File: src/rtl/ddr4_request_queue.sv
// rtl/ddr4_request_queue.sv - in-order request FIFO issuing one request at a time to the DDR4 controller
// Each request is held until completion or timeout, then answered over the response channel.
module ddr4_request_queue #(
  parameter int PADDR_BITS = 19,
  parameter int DATA_BITS  = 64,
  parameter int DEPTH      = 4,
  parameter int TIMEOUT    = 4096
) (
  input  logic                       clk_in,
  input  logic                       rst_N_in,
  input  logic                       req_valid_in,
  output logic                       req_ready_out,
  input  logic                       req_write_in,
  input  logic [PADDR_BITS-2:0]      req_addr_in,
  input  logic [DATA_BITS-1:0]       req_wdata_in,
  output logic                       ctrl_valid_out,
  input  logic                       ctrl_ready_in,
  output logic [PADDR_BITS-1:0]      ctrl_addr_out,
  output logic [DATA_BITS-1:0]       ctrl_wdata_out,
  output logic                       ctrl_wen_out,
  input  logic                       ctrl_done_in,
  input  logic [DATA_BITS-1:0]       ctrl_rdata_in,
  output logic                       rsp_valid_out,
  input  logic                       rsp_ready_in,
  output logic                       rsp_write_out,
  output logic                       rsp_error_out,
  output logic [DATA_BITS-1:0]       rsp_rdata_out,
  output logic [$clog2(DEPTH):0]     count_out
);

  localparam int PW = $clog2(DEPTH);
  localparam int CW = PW + 1;
  localparam int TW = $clog2(TIMEOUT + 1);

  localparam logic [1:0] S_IDLE  = 2'd0;
  localparam logic [1:0] S_ISSUE = 2'd1;
  localparam logic [1:0] S_WAIT  = 2'd2;
  localparam logic [1:0] S_RESP  = 2'd3;

  logic                  mem_write [DEPTH];
  logic [PADDR_BITS-2:0] mem_addr  [DEPTH];
  logic [DATA_BITS-1:0]  mem_wdata [DEPTH];

  logic [PW-1:0] head;
  logic [PW-1:0] tail;
  logic [CW-1:0] count;
  logic [1:0]    state;
  logic [TW-1:0] timer;
  logic          full;
  logic          push;
  logic          pop;

  assign full  = (count == CW'(DEPTH));
  assign pop   = (state == S_IDLE) && (count != '0);
  // A pop in the same cycle frees a slot, so a full queue can still take one entry.
  assign req_ready_out  = !full || pop;
  assign push           = req_valid_in && req_ready_out;
  assign count_out      = count;
  assign ctrl_valid_out = (state == S_ISSUE);
  assign rsp_valid_out  = (state == S_RESP);

  always_ff @(posedge clk_in) begin
    if (push) begin
      mem_write[tail] <= req_write_in;
      mem_addr[tail]  <= req_addr_in;
      mem_wdata[tail] <= req_wdata_in;
    end
  end

  always_ff @(posedge clk_in or negedge rst_N_in) begin
    if (!rst_N_in) begin
      head  <= '0;
      tail  <= '0;
      count <= '0;
    end else begin
      if (push) tail <= tail + PW'(1);
      if (pop)  head <= head + PW'(1);
      case ({push, pop})
        2'b10:   count <= count + CW'(1);
        2'b01:   count <= count - CW'(1);
        default: count <= count;
      endcase
    end
  end

  always_ff @(posedge clk_in or negedge rst_N_in) begin
    if (!rst_N_in) begin
      state          <= S_IDLE;
      timer          <= '0;
      ctrl_addr_out  <= '0;
      ctrl_wdata_out <= '0;
      ctrl_wen_out   <= 1'b0;
      rsp_write_out  <= 1'b0;
      rsp_error_out  <= 1'b0;
      rsp_rdata_out  <= '0;
    end else begin
      case (state)
        S_IDLE: begin
          if (pop) begin
            ctrl_addr_out  <= {mem_write[head], mem_addr[head]};
            ctrl_wdata_out <= mem_wdata[head];
            ctrl_wen_out   <= mem_write[head];
            state          <= S_ISSUE;
          end
        end
        S_ISSUE: begin
          if (ctrl_ready_in) begin
            timer <= '0;
            state <= S_WAIT;
          end
        end
        S_WAIT: begin
          if (ctrl_done_in) begin
            rsp_write_out <= ctrl_addr_out[PADDR_BITS-1];
            rsp_error_out <= 1'b0;
            rsp_rdata_out <= ctrl_addr_out[PADDR_BITS-1] ? '0 : ctrl_rdata_in;
            state         <= S_RESP;
          end else if (timer == TW'(TIMEOUT - 1)) begin
            rsp_write_out <= ctrl_addr_out[PADDR_BITS-1];
            rsp_error_out <= 1'b1;
            rsp_rdata_out <= '0;
            state         <= S_RESP;
          end else begin
            timer <= timer + TW'(1);
          end
        end
        default: begin
          if (rsp_ready_in) begin
            ctrl_wen_out  <= 1'b0;
            rsp_write_out <= 1'b0;
            rsp_error_out <= 1'b0;
            rsp_rdata_out <= '0;
            state         <= S_IDLE;
          end
        end
      endcase
    end
  end

endmodule

File: config.mk
export PLATFORM = sky130hd
export DESIGN_NAME = ddr4_request_queue
export DESIGN_NICKNAME = d
export VERILOG_FILES = /design/src/rtl/ddr4_request_queue.sv
export SDC_FILE = /design/constraint.sdc
export NUM_CORES = 1
export LEC_CHECK = 0
export ABC_AREA = 1
export ABC_CLOCK_PERIOD_IN_PS = 11700
export CAP_MARGIN = 0
export CORE_MARGIN = 3
export CORE_UTILIZATION = 25
export CTS_CLUSTER_DIAMETER = 80
export DETAILED_ROUTE_END_ITERATION = 6
export HOLD_SLACK_MARGIN = 0.03
export PLACE_DENSITY = 0.51
export SYNTH_ARGS = -nofsm -noshare
export SYNTH_HDL_FRONTEND = slang
export SYNTH_SLANG_ARGS = --single-unit
File: constraint.sdc
create_clock -name clk_in -period 11.7 [get_ports clk_in]
set_clock_uncertainty 0.2 [all_clocks]
set_input_delay 2.34 -clock clk_in [delete_from_list [all_inputs] [get_ports clk_in]]
set_output_delay 2.34 -clock clk_in [all_outputs]
set_load 0.005 [all_outputs]
==> reports/summary.txt <==
GRT
----------------------------------------------------------------------------------------
Antenna violations before repair                                                       8
Total gr overflow                                                                      0
First-pass GRT wire length                                                       83.6 mm
Total global-route track usage                                                     13.0%
Number of global-route vias before repair                                          14000
Largest net degree at the start of global routing                                    106

DETAILED ROUTING
----------------------------------------------------------------------------------------
Average wire per cell in the routed design                                       17.5 µm
1st-pass router iterations                                                             4
DR vias                                                                            13900
Antenna violation net count after detailed routing                                     0
Detail-routed via count per cell                                                    4.39
Total wire length after detailed routing                                         55.3 mm
Initial DRC Count                                                                    790
Residual DRC                                                                           0

MIN PATH
----------------------------------------------------------------------------------------
Hold Crit Class                                                               reg -> reg

PLACED DESIGN
----------------------------------------------------------------------------------------
Input/output buffers                                                                 308
Total half-perimeter wirelength after legalization and detailed placement        33.5 mm
Cell area after placement                                                      24000 µm²
RePlAce Congestion                                                                 0.821

LOGIC SYNTHESIS
----------------------------------------------------------------------------------------
Asr flop ratio synth                                                               34.1%
Most common library cells after synthesis                                   503 x sky130_fd_sc_hd__nor2_1, 332 x sky130_fd_sc_hd__edfxtp_1, 196 x sky130_fd_sc_hd__nand2_1, 182 x sky130_fd_sc_hd__o21ai_0, 172 x sky130_fd_sc_hd__dfrtp_1
Number of enable flip-flop cells after synthesis                                     332
Yosys warning count                                                                    0
Number of nets produced by synthesis                                                1945
Top-area cell type share of the netlist area                                       50.3%
Synth cell types                                                                      27
Most frequently used cell type in the post-synthesis netlist                sky130_fd_sc_hd__nor2_1
Top area cells in the synthesized netlist                                   sky130_fd_sc_hd__edfxtp_1 50%, sky130_fd_sc_hd__dfrtp_1 22%, sky130_fd_sc_hd__nor2_1 9.5%, sky130_fd_sc_hd__o21ai_0 4.6%, sky130_fd_sc_hd__nand2_1 3.7%
Leading register cell type out of synthesis                                 sky130_fd_sc_hd__edfxtp_1
Fraction of the yosys area taken by sequential cells                               71.9%
Avg Inst Size Synth                                                             11.1 µm²
Cell area after synthesis                                                      19800 µm²
Cell count after synthesis                                                          1781
FF+latch count, synth                                                                504
Most area-hungry cell type in the Yosys netlist                             sky130_fd_sc_hd__edfxtp_1

TIMING
----------------------------------------------------------------------------------------
Sum Neg Setup Slack                                                                 0 ps
Final count of pins violating max slew                                                 0
Final worst path period share                                                      41.4%
Hold Fails Final Rpt                                                                   0
Setup repair after global routing missed its margin                                   no
Worst slew margin relative to its limit                                            29.2%
Tightest Pin Transition                                                          1060 ps
F_max                                                                            206 MHz
Min cycle time layout                                                            4850 ps
Final setup violation count                                                            0

FINISH
----------------------------------------------------------------------------------------
Sequential Area                                                                14300 µm²
Proportion of layout cells with a drive suffix above 1                             5.92%
Nets                                                                                2226
Finished Cell Area                                                             26000 µm²
Multi-input gate area                                                           4790 µm²
Fill cells                                                                          7793
Synthesis-to-layout area growth                                                    31.0%

CLOCK TREE
----------------------------------------------------------------------------------------
Clock tree from TritonCTS                                                          built
Maximum level of the CTS H-tree                                                        2
Number of resized instances in the post-cts repair step                                0
Hold Buf Count CTS                                                                     0
CTS sink count                                                                       504
Number of buffers on the longest clock path                                            3
Clock latency reported for the late side of the worst-skew pair                   620 ps
Clock transition at the registers of the reported paths                            60 ps
Post-CTS Setup Inserts                                                                 0
Root Driver                                                                 sky130_fd_sc_hd__clkbuf_16
CTS buffer count                                                                      57

POWER
----------------------------------------------------------------------------------------
Leakage power of the design                                                      9.90 nW
Total power divided by cell area                                              257 nW/µm²
Combinational group share of total power                                           32.3%
Tot Pwr                                                                          6.68 mW
Clk pwr share                                                                      28.4%
Cell internal power dissipation                                                  4.39 mW
Switching component of the power                                                 2.30 mW
Sequential group share of total power                                              39.2%
Sw Ratio                                                                           34.4%
Highest ir drop seen on vdd                                                     0.220 mV

WORST SETUP PATH
----------------------------------------------------------------------------------------
Chain of cells forming the critical path                                    inv_1, ha_1, inv_1, nand3_1, clkdlybuf4s50_1
Required time reported for the critical path endpoint                            9160 ps
Worst path slowest cell                                                     sky130_fd_sc_hd__clkdlybuf4s50_1
Critical path type                                                            reg -> out
Kind of start point of the critical path                                       flip-flop
Worst Path Max Fanout                                                                  6
Data arrival time of the worst path                                              2310 ps
Max incr delay on CP                                                              600 ps
Critical path's most frequent cell                                          sky130_fd_sc_hd__inv_1
Critical Path End Type                                                       output port

FLOORPLANNING
----------------------------------------------------------------------------------------
Die Area                                                                       82800 µm²
Core Region                                                                    78000 µm²
Number of rows created at floorplan                                                  102
Starting utilization of the core area                                              25.4%
Die width                                                                         288 µm
Die Y-Extent                                                                      288 µm
I/O pin count                                                                        309

RUN
----------------------------------------------------------------------------------------
Number of maximum-capacitance violations                                               0

RUN STATUS
----------------------------------------------------------------------------------------
Status                                                                      complete, no violations

==> worst max-delay path: cells and delay by family (launching register included) <==
| family | cells | cell delay [ps] |
|---|---|---|
| buf+inv | 3 | 810 |
| flops | 1 | 420 |
| fa+ha+maj | 1 | 280 |
| simple gates | 1 | 180 |
==> state kept, by name, indices dropped and copies added, names as in the netlist <==
signal,count
tail,2
ctrl_wdata_out,64
timer,13
head,2
rsp_write_out,1
mem_write,4
state,2
ctrl_addr_out,19
mem_addr,72
rsp_error_out,1
ctrl_wen_out,1
rsp_rdata_out,64
count_out,3
mem_wdata,256
==> through the flow <==
stage          cells  setup slack, ps  util [%]  hold slack, ps
6_report        3153             6850      33.3             268
3_3_place_gp    3043             6150      30.7             253
5_1_grt         3151             6660      33.3             289
3_5_place_dp    3043             6130      30.7             260
4_1_cts         3150             6770      33.3             274
2_1_floorplan   1781             4990         -             236
==> final cells by class <==
type,count,share of cell area (%)
clock buffer,75,5.94
inverter,96,1.42
multi-input combinational,1077,18.4
antenna,3,0.0289
tap,1040,5.01
clock inverter,32,1.85
timing repair buffer,326,12.4
sequential,504,54.9
==> cells in the final DEF, fill, tap and decap left out, drive strengths merged <==
cell           synthesis  layout
o22ai                  1       1
nor3                   1       1
diode                  0       3
nand2                196     196
clkbuf                66      76
nor2                 503     503
o21bai                 1       1
xnor2                  1       1
clkinvlp               0       2
nand3                 85      85
inv                   96     100
buf                   38      18
bufinv                 0      10
a31oi                 83      83
edfxtp               332     332
a21oi                  2       2
ha                    10      10
fa                     1       1
xor2                   3       3
dfrtp                172     172
clkinv                 0      16
clkdlybuf4s50          0     307
or2                    2       2
nand4                  3       3
o21ai                183     183
nand3b                 2       2
==> metal layers <==
metal,track usage [%],vias up,wire length [µm]
met3,3.17,78,3790
li1,-,6590,-
met5,0,-,61
met1,16.6,6769,24100
met4,3.90,10,1130
met2,21.9,410,26300
==> worst paths after layout <==
check,slack [ps],to,cells after the start,startpoint
max,6850,req_ready_out,5,state[1]
min,270,rsp_rdata_out[54],2,rsp_rdata_out[54]
max reg2reg,7930,mem_addr[2][0],7,state[1]
min reg2reg,270,rsp_rdata_out[54],2,rsp_rdata_out[54]
max in group asynchronous,8390,head[0],2,rst_N_in
min in group asynchronous,1540,rsp_rdata_out[13],1,rst_N_in
==> power groups by stage <==
stage	Combinational (mW)	Sequential, mW	Clock, mW
after global routing	2.45	2.67	2.04
after global placement	2.18	2.65	0
final	2.16	2.62	1.90
after CTS	2.23	2.63	1.96
after floorplan	1.22	2.63	0
after detailed placement	2.22	2.66	0
==> logic make-up (layout without fill, tap and decap cells) <==
logic type	Yosys count	after routing	synth area share (%)
buf+inv	200	529	4.14
flops	504	504	71.9
fa+ha+maj	11	11	0.732
other cells	0	3	0
simple gates	792	792	15.6
xor+xnor	4	4	0.177
compound gates	270	270	7.37
Power figures use the tool's default switching activity.
